[src/rtl/eth_sw_pkg.sv]
// ---------------------------------------------------------------------------
// eth_sw_pkg
// Shared types and defaults for the 2-port Ethernet switch egress scheduler.
//   arb_state_e : egress arbiter FSM states
//   src_e       : identifies one of the two ingress sources (A or B)
//   DEFAULT_*   : default parameter values used by eth_sw_out_arb
//   WORD_CNT_W  : width of the in-packet word counter; wide enough for the
//                 largest supported MAX_PKT_WORDS (65535)
// ---------------------------------------------------------------------------
package eth_sw_pkg;

  localparam int DEFAULT_DW            = 32;
  localparam int DEFAULT_MAX_PKT_WORDS = 64;
  localparam int DEFAULT_CNT_W         = 16;
  localparam int WORD_CNT_W            = 16;

  typedef enum logic [2:0] {
    IDLE,
    XFER_A,
    XFER_B,
    DRAIN_A,
    DRAIN_B
  } arb_state_e;

  typedef enum logic {
    SRC_A = 1'b0,
    SRC_B = 1'b1
  } src_e;

endpackage

[src/rtl/eth_sw_rr_arb2.sv]
// ---------------------------------------------------------------------------
// eth_sw_rr_arb2
// Two-way round-robin pick, purely combinational.
// Ports:
//   req[1:0]    in  : request vector, bit 0 = source A, bit 1 = source B
//   last_grant  in  : source that won the previous arbitration
//   gnt[1:0]    out : one-hot grant, or 0 when nothing is requested
// ---------------------------------------------------------------------------
module eth_sw_rr_arb2
  import eth_sw_pkg::*;
(
  input  logic [1:0] req,
  input  src_e       last_grant,
  output logic [1:0] gnt
);

  // On a tie the source that did not win last time gets the port.
  always_comb begin
    gnt = 2'b00;
    case (req)
      2'b01:   gnt = 2'b01;
      2'b10:   gnt = 2'b10;
      2'b11:   gnt = (last_grant == SRC_B) ? 2'b01 : 2'b10;
      default: gnt = 2'b00;
    endcase
  end

endmodule

[src/rtl/eth_sw_out_arb.sv]
// ---------------------------------------------------------------------------
// eth_sw_out_arb
// Egress-port scheduler for the 2-port Ethernet switch (one per egress port).
// Shares the egress port between ingress sources A and B with packet-granular
// round-robin, honours the egress stall and truncates over-long packets.
// Ports:
//   clk, rst                     : clock, synchronous active-high reset
//   srcA_valid/data/sop/eop      : source A word stream (in)
//   srcA_ready                   : source A word accepted when valid&ready
//   srcB_*                       : same set for source B
//   port_stall                   : egress cannot accept this cycle
//   out_valid/data/sop/eop       : registered egress stream (latency 1)
//   grant_a, grant_b             : which source currently owns the egress
//   pkt_cnt_a, pkt_cnt_b         : packets forwarded per source (wrapping)
//   err_len                      : 1-cycle pulse with a truncated last word
// ---------------------------------------------------------------------------
module eth_sw_out_arb
  import eth_sw_pkg::*;
#(
  parameter int DW            = DEFAULT_DW,
  parameter int MAX_PKT_WORDS = DEFAULT_MAX_PKT_WORDS,
  parameter int CNT_W         = DEFAULT_CNT_W
) (
  input  logic             clk,
  input  logic             rst,
  input  logic             srcA_valid,
  input  logic [DW-1:0]    srcA_data,
  input  logic             srcA_sop,
  input  logic             srcA_eop,
  output logic             srcA_ready,
  input  logic             srcB_valid,
  input  logic [DW-1:0]    srcB_data,
  input  logic             srcB_sop,
  input  logic             srcB_eop,
  output logic             srcB_ready,
  input  logic             port_stall,
  output logic             out_valid,
  output logic [DW-1:0]    out_data,
  output logic             out_sop,
  output logic             out_eop,
  output logic             grant_a,
  output logic             grant_b,
  output logic [CNT_W-1:0] pkt_cnt_a,
  output logic [CNT_W-1:0] pkt_cnt_b,
  output logic             err_len
);

  // Index of the last word a packet may occupy before it gets truncated.
  localparam logic [WORD_CNT_W-1:0] LAST_IDX = WORD_CNT_W'(MAX_PKT_WORDS - 1);

  arb_state_e              state_q, state_d;
  src_e                    last_grant_q, last_grant_d;
  logic [WORD_CNT_W-1:0]   word_cnt_q, word_cnt_d;
  logic                    out_valid_q, out_valid_d;
  logic [DW-1:0]           out_data_q, out_data_d;
  logic                    out_sop_q, out_sop_d;
  logic                    out_eop_q, out_eop_d;
  logic                    err_len_q, err_len_d;
  logic [CNT_W-1:0]        pkt_cnt_a_q, pkt_cnt_a_d;
  logic [CNT_W-1:0]        pkt_cnt_b_q, pkt_cnt_b_d;

  logic [1:0]              req;
  logic [1:0]              gnt;
  logic                    sel_b;
  logic                    cur_valid;
  logic [DW-1:0]           cur_data;
  logic                    cur_sop;
  logic                    cur_eop;
  logic                    at_limit;

  // Only a word that starts a packet can request the egress port.
  assign req = {srcB_valid & srcB_sop, srcA_valid & srcA_sop};

  eth_sw_rr_arb2 u_rr_arb (
    .req        (req),
    .last_grant (last_grant_q),
    .gnt        (gnt)
  );

  // Word stream of whichever source currently owns the egress.
  assign sel_b     = (state_q == XFER_B) || (state_q == DRAIN_B);
  assign cur_valid = sel_b ? srcB_valid : srcA_valid;
  assign cur_data  = sel_b ? srcB_data  : srcA_data;
  assign cur_sop   = sel_b ? srcB_sop   : srcA_sop;
  assign cur_eop   = sel_b ? srcB_eop   : srcA_eop;
  assign at_limit  = (word_cnt_q == LAST_IDX);

  always_comb begin
    state_d      = state_q;
    last_grant_d = last_grant_q;
    word_cnt_d   = word_cnt_q;
    out_valid_d  = 1'b0;
    out_data_d   = '0;
    out_sop_d    = 1'b0;
    out_eop_d    = 1'b0;
    err_len_d    = 1'b0;
    pkt_cnt_a_d  = pkt_cnt_a_q;
    pkt_cnt_b_d  = pkt_cnt_b_q;
    srcA_ready   = 1'b0;
    srcB_ready   = 1'b0;

    case (state_q)
      IDLE: begin
        // A stalled egress must not be handed to anyone.
        if (!port_stall) begin
          if (gnt[0]) begin
            state_d      = XFER_A;
            last_grant_d = SRC_A;
            word_cnt_d   = '0;
          end else if (gnt[1]) begin
            state_d      = XFER_B;
            last_grant_d = SRC_B;
            word_cnt_d   = '0;
          end
        end
      end

      XFER_A, XFER_B: begin
        if (sel_b) srcB_ready = !port_stall;
        else       srcA_ready = !port_stall;

        if (cur_valid && !port_stall) begin
          out_valid_d = 1'b1;
          out_data_d  = cur_data;
          // A stray sop inside a packet is plain data on the egress.
          out_sop_d   = cur_sop && (word_cnt_q == '0);
          // Hitting the length limit without eop closes the packet early.
          out_eop_d   = cur_eop || at_limit;
          err_len_d   = !cur_eop && at_limit;
          word_cnt_d  = word_cnt_q + WORD_CNT_W'(1);

          if (cur_eop || at_limit) begin
            if (sel_b) pkt_cnt_b_d = pkt_cnt_b_q + CNT_W'(1);
            else       pkt_cnt_a_d = pkt_cnt_a_q + CNT_W'(1);

            if (cur_eop)    state_d = IDLE;
            else if (sel_b) state_d = DRAIN_B;
            else            state_d = DRAIN_A;
          end
        end
      end

      DRAIN_A, DRAIN_B: begin
        // Discard the tail of a truncated packet; the egress is not used,
        // so the stall does not apply.
        if (sel_b) srcB_ready = 1'b1;
        else       srcA_ready = 1'b1;

        if (cur_valid && cur_eop) state_d = IDLE;
      end

      default: state_d = IDLE;
    endcase
  end

  // last_grant resets to B so that A wins the first tie after reset.
  always_ff @(posedge clk) begin
    if (rst) begin
      state_q      <= IDLE;
      last_grant_q <= SRC_B;
      word_cnt_q   <= '0;
      out_valid_q  <= 1'b0;
      out_data_q   <= '0;
      out_sop_q    <= 1'b0;
      out_eop_q    <= 1'b0;
      err_len_q    <= 1'b0;
      pkt_cnt_a_q  <= '0;
      pkt_cnt_b_q  <= '0;
    end else begin
      state_q      <= state_d;
      last_grant_q <= last_grant_d;
      word_cnt_q   <= word_cnt_d;
      out_valid_q  <= out_valid_d;
      out_data_q   <= out_data_d;
      out_sop_q    <= out_sop_d;
      out_eop_q    <= out_eop_d;
      err_len_q    <= err_len_d;
      pkt_cnt_a_q  <= pkt_cnt_a_d;
      pkt_cnt_b_q  <= pkt_cnt_b_d;
    end
  end

  assign out_valid = out_valid_q;
  assign out_data  = out_data_q;
  assign out_sop   = out_sop_q;
  assign out_eop   = out_eop_q;
  assign err_len   = err_len_q;
  assign pkt_cnt_a = pkt_cnt_a_q;
  assign pkt_cnt_b = pkt_cnt_b_q;
  assign grant_a   = (state_q == XFER_A) || (state_q == DRAIN_A);
  assign grant_b   = (state_q == XFER_B) || (state_q == DRAIN_B);

endmodule

[config.mk]
export PLATFORM = sky130hd
export DESIGN_NAME = eth_sw_out_arb
export DESIGN_NICKNAME = d
export VERILOG_FILES = /design/src/rtl/eth_sw_pkg.sv /design/src/rtl/eth_sw_rr_arb2.sv /design/src/rtl/eth_sw_out_arb.sv
export SDC_FILE = /design/constraint.sdc
export NUM_CORES = 1
export LEC_CHECK = 0
export CAP_MARGIN = 10
export CORE_ASPECT_RATIO = 0.6
export CORE_MARGIN = 2
export CORE_UTILIZATION = 37
export CTS_CLUSTER_DIAMETER = 50
export CTS_CLUSTER_SIZE = 28
export DETAILED_ROUTE_END_ITERATION = 8
export PLACE_DENSITY = 0.68
export SETUP_SLACK_MARGIN = 0.5
export SLEW_MARGIN = 20
export SYNTH_ARGS = -nofsm -noshare
export SYNTH_HDL_FRONTEND = slang
export SYNTH_SLANG_ARGS = --single-unit
[constraint.sdc]
create_clock -name clk -period 6.94 [get_ports clk]
set_input_delay 0.694 -clock clk [delete_from_list [all_inputs] [get_ports clk]]
set_output_delay 0.694 -clock clk [all_outputs]
set_load 0.01 [all_outputs]
# Word level (Yosys, flattened, before mapping)
# Cells that the tools add are included.
# totals
register_bits	88
word_cells	83
# op_classes
addsub	3
n_eq_ne	13
n_mux	29
bitwise_logic	6
reduce_logical	22
# op_table
op	n
16-bit two-way mux	4
16-bit by 1-bit adder with 16-bit output (second input constant)	3
32-bit two-way mux	1
16-bit case mux with 2 select lines	1
3-bit two-way mux	8
16-bit by 6-bit == test with 1-bit output (second input constant)	1
16-bit logical NOT	1
4-bit AND reduction	3
1-bit two-way mux	10
3-bit case mux with 3 select lines	1
2-bit inequality test (second input constant)	4
3-bit by 2-bit == test with 1-bit output (second input constant)	2
2-bit case mux with 3 select lines	1
2-bit OR reduction	3
5-bit AND reduction	1
2-bit == test (second input constant)	2
1-bit logical AND	4
1-bit inverter	4
1-bit case mux with 2 select lines	2
2-bit nonzero test	2
3-bit by 1-bit == test with 1-bit output (second input constant)	1
3-bit == test (second input constant)	1
3-bit logical NOT	1
1-bit logical OR	3
7 further kinds	9

# Logic depth before layout (Yosys ltp)
# Gate-level depths: netlist of run 1.
# depth
depth_word	7
depth_mapped	8

# Cells and area by module
# Synthesis of run 1 repeated with hierarchy kept, for this count alone.
# hier_totals
cells_unflattened	509
area_unflattened_um2	4135.2
# modules_own_cells
mod	n_inst	cells_per_inst	area_per_inst_um2
eth_sw_out_arb	1	506	4116.4
eth_sw_rr_arb2	1	3	18.8

# Least setup slack after synthesis of run 1
# Ideal clock, no wire load.
# synth_timing
kind	reg-to-reg
from	register word_cnt_q[1]
to	register pkt_cnt_a_q[15] (netlist: pkt_cnt_a[15])
setup_ns	0.121
t_arrival_ns	2.222
t_required_ns	6.819
setup_slack_ns	4.597
stages_incl_launch_ff	8
path_cell_list	dfxtp_1 -> ha_1 -> or3b_2 -> nor4_1 -> o211ai_1 -> buf_2 -> nor4_1 -> mux2_2
# synth_between
elab_chain_len	3
# synth_rtl
item	line_no	source
start, declared	eth_sw_out_arb.sv:53	logic [WORD_CNT_W-1:0] word_cnt_q, word_cnt_d;
start signal, assigned	eth_sw_out_arb.sv:172	word_cnt_q <= word_cnt_d;
16-bit by 6-bit == test with 1-bit output	eth_sw_out_arb.sv:86	assign at_limit = (word_cnt_q == LAST_IDX);
1-bit logical OR	eth_sw_out_arb.sv:132	if (cur_eop || at_limit) begin
4-bit AND reduction (no line)	-	
end signal, assigned	eth_sw_out_arb.sv:178	pkt_cnt_a_q <= pkt_cnt_a_d;
end, declared	eth_sw_out_arb.sv:59	logic [CNT_W-1:0] pkt_cnt_a_q, pkt_cnt_a_d;
# No other way between the ends.
# A chain may end at the register's enable or synchronous reset.

# Worst setup path in the final report of run 1
# layout_timing
from	register state_q[1]
to	output port grant_b
# layout_between
elab_chain_len	2
word_cells_on_any_way	3
cone_classes	eq/ne: 2; reduce/logical: 1
# layout_rtl
item	line_no	source
start, declared	eth_sw_out_arb.sv:51	arb_state_e state_q, state_d;
start signal, assigned	eth_sw_out_arb.sv:170	state_q <= state_d;
3-bit by 2-bit == test with 1-bit output / 3-bit == test (equally long branches)	eth_sw_out_arb.sv:191	assign grant_b = (state_q == XFER_B) || (state_q == DRAIN_B);
1-bit logical OR (*)	eth_sw_out_arb.sv:191	
end, declared	eth_sw_out_arb.sv:42	output logic grant_b,
# Mark *: on every way between the ends. The rest lies on a longest branch, timed or not.

==> results of run 1 <==
-- routing by layer --
metal	up-vias	global-route usage, %	part of all wire, %
li1	1985	-	-
met1	1849	27.5	49
met2	139	30.0	44
met3	5	5.25	6.1
met4	0	3.12	0.49
met5	-	0	0
-- final timing paths --
kind	to	slack, ns	cells past startpoint
max	grant_b	2.84	4
min	pkt_cnt_b[15]$_SDFFE_PP0P_	0.48	2
max reg2reg	pkt_cnt_b[11]$_SDFFE_PP0P_	3.80	6
min reg2reg	pkt_cnt_b[15]$_SDFFE_PP0P_	0.48	2
-- area by class of cell --
cell class	count	area [sq um]	area share [%]
well taps	139	174	2.98
clock buffers	12	236	4.05
flip-flops and latches	88	1760	30.2
repair buffers	149	1480	25.3
multi-input cells	357	2120	36.3
inverters	12	45.0	0.772
clock inverters	3	20.0	0.343
-- stage by stage --
stage	utilization [%]	cell area [sq um]	worst slack (ns)	power, mW
after floorplan	-	4060	4.60	0.751
after global placement	52.5	5580	3.24	0.860
after detailed placement	52.5	5580	3.19	0.868
after CTS	54.9	5840	2.83	1.30
after global routing	54.9	5840	2.53	1.36
final	54.9	5840	2.84	1.29
-- state kept, by name, indices dropped and copies added, names as in the netlist --
name	cells
out_sop	1
err_len	1
out_eop	1
word_cnt_q	16
state_q	3
last_grant_q	1
pkt_cnt_b	16
pkt_cnt_a	16
out_data	32
out_valid	1
-- critical path: cells and delay by family (launching register included) --
kind	cells	cell delay, ns
AND/OR/NAND/NOR	1	0.57
flip-flops	1	0.61
XOR/XNOR	1	0.16
buffers and inverters	2	1.70
-- power by group through the flow --
stage                     sequential [mW]  clock (mW)  combinational (mW)
after floorplan                     0.543           0               0.209
after global placement              0.548           0               0.312
after detailed placement            0.550           0               0.318
after CTS                           0.539       0.440               0.319
after global routing                0.542       0.464               0.354
final                               0.539       0.431               0.318
-- cell families (layout without fill, tap and decap cells) --
family          Yosys count  count (layout)  synth area share [%]
flops                    88              88                  43.4
mux                       8               8                  2.10
buf+inv                  44             176                  4.38
fa+ha+maj                 4               4                  1.23
xor+xnor                 25              25                  5.39
simple gates            207             207                  25.9
compound gates          113             113                  17.6
-- placed cells by master, fill, tap and decap left out, types with 11 or more instances in the layout --
cell type,n
o2111ai_1,16
o21ai_0,11
nand2_1,85
xor2_1,22
nor2_1,38
clkdlybuf4s50_1,144
inv_1,11
or4_1,11
dfxtp_1,88
a21oi_1,56
==> impl_table.tex, run 1 <==
\begin{tabular}{lr}
\hline
Metric & Value \\
\hline
\multicolumn{2}{l}{\textbf{STA}} \\
Slew at the pin with the worst max-slew slack & a little under 1 ns \\
Fin Clk Skew & between 0.005 and 0.006 ns \\
Maximum operating frequency & 244 MHz \\
Max\_slew headroom & around a third \\
Min Clock Period, post-route & approximately 4.1 ns \\
Period utilisation layout & around three fifths \\
RSZ-0062 raised after global routing & false \\
Count of final hold-check violations & 0 \\
Final-layout setup total negative slack & 0 ns \\
Number of max-slew violations in the final report & 0 \\
Final hold slack & slightly below 0.5 ns \\
\# setup viols final & 0 \\
\multicolumn{2}{l}{\textbf{Worst setup path}} \\
Highest fanout seen on the critical path & 35 \\
WS Path Type & register to output pin \\
Startpoint type of the worst setup path & register \\
Biggest cell delay along the critical path & about 0.97 ns \\
Data required time of the critical path & roughly 6.3 ns \\
Worst Setup End Kind & output pin \\
Crit-path slowest cell & clkinv\_1 \\
Reg-to-reg startpoint & word\_cnt\_q[1]\$\_SDFFE\_PP0P\_ \\
Start point of the critical path & state\_q[1]\$\_SDFFE\_PP0P\_ \\
Cells traversed along the worst timing path & xnor2\_1, or2\_2, clkinv\_1, clkdlybuf4s50\_1 \\
Data arrival, critical path & roughly 3.4 ns \\
\multicolumn{2}{l}{\textbf{CTS}} \\
Setup Fix Bufs, Post-CTS & 0 \\
Total number of clock tree sinks & 88 \\
Hold buffers post-CTS & 0 \\
Largest buffer count on any clock path & 2 \\
Cell chosen for the clock root & clkbuf\_16 \\
Clock tree from TritonCTS & yes \\
Clock insertion delay at the later pin of the skew report & 0.33 ns \\
Maximum level of the CTS H-tree & 3 \\
Total clock buffers created by CTS & 9 \\
Post-CTS sizing & 0 \\
Clock-pin slew reported for the worst setup and hold paths after clock tree synthesis & roughly 0.060 ns \\
\multicolumn{2}{l}{\textbf{Synthesis}} \\
Most frequently used flop master after synthesis & dfxtp\_1 \\
Number of synthesized register bits & 88 \\
Share of Yosys cell area claimed by the top area cell type & between 40\% and 50\% \\
Avg Cell Area, Syn & between 8 and 9 sq um \\
Library cell with the largest summed area after synthesis & dfxtp\_1 \\
Number of nets produced by synthesis & roughly 570 \\
Most area-consuming cells after synthesis & dfxtp\_1, nand2\_1, a21oi\_1 \\
Most used standard cells in the synthesized netlist & dfxtp\_1, nand2\_1, a21oi\_1, nor2\_1, clkbuf\_1 \\
Most numerous cell in the Yosys netlist & dfxtp\_1 \\
Post-synthesis instance area & roughly 4100 sq um \\
Gate count of the mapped netlist & $\sim$490 \\
Ys Warns & 0 \\
Library cells used by synthesis & 53 \\
Part of the Yosys area used for sequential elements & about 43\% \\
Number of enable-type register cells in the synthesized netlist & 0 \\
Proportion of register bits with asynchronous set or reset after synthesis & 0\% \\
\multicolumn{2}{l}{\textbf{Die}} \\
Vertical die dimension & 85.1 microns \\
Die ar. & between 10000 and 15000 sq um \\
Starting Density & a little under two fifths \\
Die Wd & 139 microns \\
Core area & 10600 sq um \\
Std-Cell Rows & 29 \\
Number of top-level design ports & between 100 and 150 \\
\multicolumn{2}{l}{\textbf{Global routing}} \\
Via count of the first global-routing pass & 3645 \\
Overall Global Routing Usage & roughly 19\% \\
First-pass GRT wire length & roughly 19 mm \\
Leftover overflow at the end of global routing & 0 \\
Pin count of the biggest net entering global routing & 43 \\
Initial antenna violation count & 0 \\
\multicolumn{2}{l}{\textbf{Layout}} \\
Number of inserted filler cells in the final layout & 985 \\
Share of final-layout standard cells stronger than drive strength 1 & under 10\% \\
Post-layout nets & roughly 690 \\
Antenna Diode Count & 0 \\
Area Overhead vs Synth & 43.8\% \\
Final Instance Count excl. Fillers & 760 \\
\multicolumn{2}{l}{\textbf{Power and ir drop}} \\
Part of the power in combinational logic & around 25\% \\
Switching share of total power & 30.5\% \\
Psw & about 0.39 mW \\
Clock power frac & between 30\% and 40\% \\
Power density over the cells & 221 nW/um\^{}2 \\
Peak supply drop & approximately 0.15 mV \\
Sequential share of power & a little over two fifths \\
Internal Dissipation & between 0.8 and 0.9 mW \\
Leakage & 2.05 nW \\
\multicolumn{2}{l}{\textbf{Min path}} \\
Hold path startpoint & pkt\_cnt\_b[15]\$\_SDFFE\_PP0P\_ \\
Class of the most critical hold timing path & register to register \\
\multicolumn{2}{l}{\textbf{Place}} \\
Placed Cells incl. Taps & 745 \\
Half-perimeter wire length of the detailed placement result & $\sim$8.4 mm \\
Global placement routability congestion & $\sim$0.88 \\
Count of buffers from port buffering & 144 \\
\multicolumn{2}{l}{\textbf{Drt}} \\
Drt initial violations & a little over 300 \\
Wire length per cell after detailed routing & around 15 microns \\
Remaining DRCs & 0 \\
Residual antenna-violating net count after detailed routing & 0 \\
Detailed Routing Iterations Pass 1 & 5 \\
Total wire length after detailed routing & around 12 mm \\
Via density & between 5 and 6 \\
Via count & between 3000 and 4000 \\
\multicolumn{2}{l}{\textbf{Outcome}} \\
Status & finished, final reports clean \\
\multicolumn{2}{l}{\textbf{Job}} \\
Number of violations of the max-capacitance limit & 0 \\
\hline
\end{tabular}
(Power assumes the default switching activity.)
==> run 2, diff against run 1 <==
==> constraint.sdc (replaced) <==
create_clock -name clk -period 4.18 [get_ports clk]
set_input_delay 0.418 -clock clk [delete_from_list [all_inputs] [get_ports clk]]
set_output_delay 0.418 -clock clk [all_outputs]
set_load 0.01 [all_outputs]
==> run 2 against run 1 <==
Worst setup slack got worse by 1.8 ns. First-iteration DRC count fell by 42%. Combinational power grew 71%. Clock power is 110% higher.
==> impl_table.tex, run 2 (same netlist as run 1, synthesis figures left out) <==
\begin{tabular}{lr}
\hline
Metric & Value \\
\hline
\multicolumn{2}{l}{\textbf{Drt}} \\
Via count & 3987 (+0.23\%) \\
Total wire length after detailed routing & 11.8 mm (+1.7\%) \\
Wire length per cell after detailed routing & 15.5 microns (+1.3\%) \\
Residual antenna-violating net count after detailed routing & 0 (unchanged) \\
Detailed Routing Iterations Pass 1 & 4 (-1) \\
Drt initial violations & 179 (-42\%) \\
Remaining DRCs & 0 (unchanged) \\
Via density & 5.23 (-0.17\%) \\
\multicolumn{2}{l}{\textbf{STA}} \\
Min Clock Period, post-route & roughly 3.2 ns \\
RSZ-0062 raised after global routing & false \\
Maximum operating frequency & roughly 320 MHz \\
Period utilisation layout & between 70\% and 80\% \\
\# setup viols final & 0 (unchanged) \\
Max\_slew headroom & 34.1\% (-0.63 points) \\
Count of final hold-check violations & 0 (unchanged) \\
Fin Clk Skew & 0.00785 ns (+0.00232 ns) \\
Slew at the pin with the worst max-slew slack & 0.982 ns (+0.00941 ns) \\
Number of max-slew violations in the final report & 0 (unchanged) \\
Final-layout setup total negative slack & 0 ns (unchanged) \\
\multicolumn{2}{l}{\textbf{CTS}} \\
Cell chosen for the clock root & clkbuf\_16 \\
Clock-pin slew reported for the worst setup and hold paths after clock tree synthesis & 0.06 ns (about the same) \\
Total number of clock tree sinks & 88 (unchanged) \\
Clock tree from TritonCTS & yes \\
Clock insertion delay at the later pin of the skew report & 0.34 ns (about the same) \\
Post-CTS sizing & 0 (unchanged) \\
Setup Fix Bufs, Post-CTS & 0 (unchanged) \\
Hold buffers post-CTS & 0 (unchanged) \\
Largest buffer count on any clock path & 2 (unchanged) \\
Total clock buffers created by CTS & 9 (unchanged) \\
Maximum level of the CTS H-tree & 3 (unchanged) \\
\multicolumn{2}{l}{\textbf{Die}} \\
Die ar. & 11900 sq um (unchanged) \\
Std-Cell Rows & 29 (unchanged) \\
Die Wd & 139 microns (unchanged) \\
Core area & 10600 sq um (unchanged) \\
Number of top-level design ports & 145 (unchanged) \\
Vertical die dimension & 85.1 microns (unchanged) \\
Starting Density & 38.2\% (unchanged) \\
\multicolumn{2}{l}{\textbf{Layout}} \\
Leading cell type in the layout, fill and taps excluded & clkdlybuf4s50\_1 \\
Commonest non-fill, non-tap cells in the layout & clkdlybuf4s50\_1, dfxtp\_1, nand2\_1 \\
Post-layout nets & 696 (+0.29\%) \\
Share of final-layout standard cells stronger than drive strength 1 & 6.57\% (+0.93 points) \\
Post-route standard cell area excluding fillers & 5930 sq um (+1.5\%) \\
Area Overhead vs Synth & 46.0\% \\
Number of inserted filler cells in the final layout & 969 (-1.6\%) \\
Max reg flops & 32 (unchanged) \\
Antenna Diode Count & 0 (unchanged) \\
\multicolumn{2}{l}{\textbf{Worst setup path}} \\
Crit-path slowest cell & clkinv\_1 \\
Biggest cell delay along the critical path & 0.75 ns (-0.22 ns) \\
Worst Setup End Kind & output pin \\
Worst path top cell family by delay & buffers and inverters \\
WS Path Type & register to output pin \\
Cells traversed along the worst timing path & xnor2\_1, or2\_2, clkinv\_1, clkdlybuf4s50\_1 \\
Highest fanout seen on the critical path & 34 (-2.9\%) \\
Data required time of the critical path & 3.76 ns (-2.49 ns) \\
Startpoint type of the worst setup path & register \\
Data arrival, critical path & 2.76 ns (-0.64 ns) \\
Buf/Inv on CP & 2 (unchanged) \\
\multicolumn{2}{l}{\textbf{Global routing}} \\
Via count of the first global-routing pass & 3707 (+1.7\%) \\
Initial antenna violation count & 0 (unchanged) \\
Leftover overflow at the end of global routing & 0 (unchanged) \\
First-pass GRT wire length & 18.8 mm (+1.5\%) \\
Overall Global Routing Usage & 19.6\% (+0.24 points) \\
Pin count of the biggest net entering global routing & 42 (-2.3\%) \\
\multicolumn{2}{l}{\textbf{Place}} \\
Half-perimeter wire length of the detailed placement result & 8.62 mm (+2.3\%) \\
Global placement routability congestion & 0.837 (-4.8\%) \\
Instance area at placement & 5590 sq um (+0.27\%) \\
Count of buffers from port buffering & 144 (unchanged) \\
\multicolumn{2}{l}{\textbf{Power and ir drop}} \\
Power density over the cells & 392 nW/um\^{}2 (+78\%) \\
Peak supply drop & 0.276 mV (+83\%) \\
Leakage & 2.10 nW (+2.2\%) \\
\multicolumn{2}{l}{\textbf{Job}} \\
Number of violations of the max-capacitance limit & 0 (unchanged) \\
\multicolumn{2}{l}{\textbf{Min path}} \\
Class of the most critical hold timing path & register to register \\
\multicolumn{2}{l}{\textbf{Outcome}} \\
Status & finished, final reports clean \\
\hline
\end{tabular}
run 2: changes by cell type in the layout (fill, tap and decap cells not counted):
cell       delta
clkinv_2      -1
buf_4         +2
bufinv_16     +2
clkinv_4      +2
clkbuf_8      +1
clkbuf_1      -3
run 2: through the flow:
stage                     power (mW)  hold slack [ns]  util [%]  instances  setup slack (ns)
after floorplan                 1.25            0.457         -        489              1.84
after global placement          1.44            0.468      52.6        747              1.41
after detailed placement        1.46            0.483      52.6        747              1.36
after CTS                       2.35            0.492      55.7        763             0.999
after global routing            2.44            0.533      55.7        763             0.809
final                           2.32            0.490      55.7        763              1.01
run 2: tightest hold or removal path: cells and delay by family (launching register included):
family / cells / cell delay (ns)
AOI/OAI and AO/OA: 2 / 0.12
DFF: 1 / 0.33
run 2: layer usage:
metal | vias up | track usage [%] | wire length (microns)
li1 | 1995 | - | -
met2 | 113 | 31.1 | 5250
met4 | 0 | 4.41 | 67
met5 | - | 0 | 0
met1 | 1871 | 27.4 | 5940
met3 | 8 | 4.40 | 577
run 2: area by class of cell:
class	instances	area, sq um	share of cell area, %
tap	139	174	2.93
inverter	12	45.0	0.760
clock buffer	10	239	4.03
multi-input combinational	357	2120	35.8
timing repair buffer	151	1490	25.2
sequential	88	1760	29.7
clock inverter	6	92.6	1.56
run 2: power breakdown:
part	leakage [nW]	internal (mW)	switching, mW
Combinational	1.23	0.232	0.312
Sequential	0.709	0.864	0.0319
Clock	0.155	0.542	0.343
run 2: worst paths after layout:
kind | start | slack, ns | end | cells after the start
setup / recovery | state_q[1]$_SDFFE_PP0P_ | 1.01 | grant_b | 4
hold / removal | pkt_cnt_b[14]$_SDFFE_PP0P_ | 0.49 | pkt_cnt_b[14]$_SDFFE_PP0P_ | 2
setup reg to reg | word_cnt_q[1]$_SDFFE_PP0P_ | 1.49 | pkt_cnt_a[14]$_SDFFE_PP0P_ | 7
hold reg to reg | pkt_cnt_b[14]$_SDFFE_PP0P_ | 0.49 | pkt_cnt_b[14]$_SDFFE_PP0P_ | 2
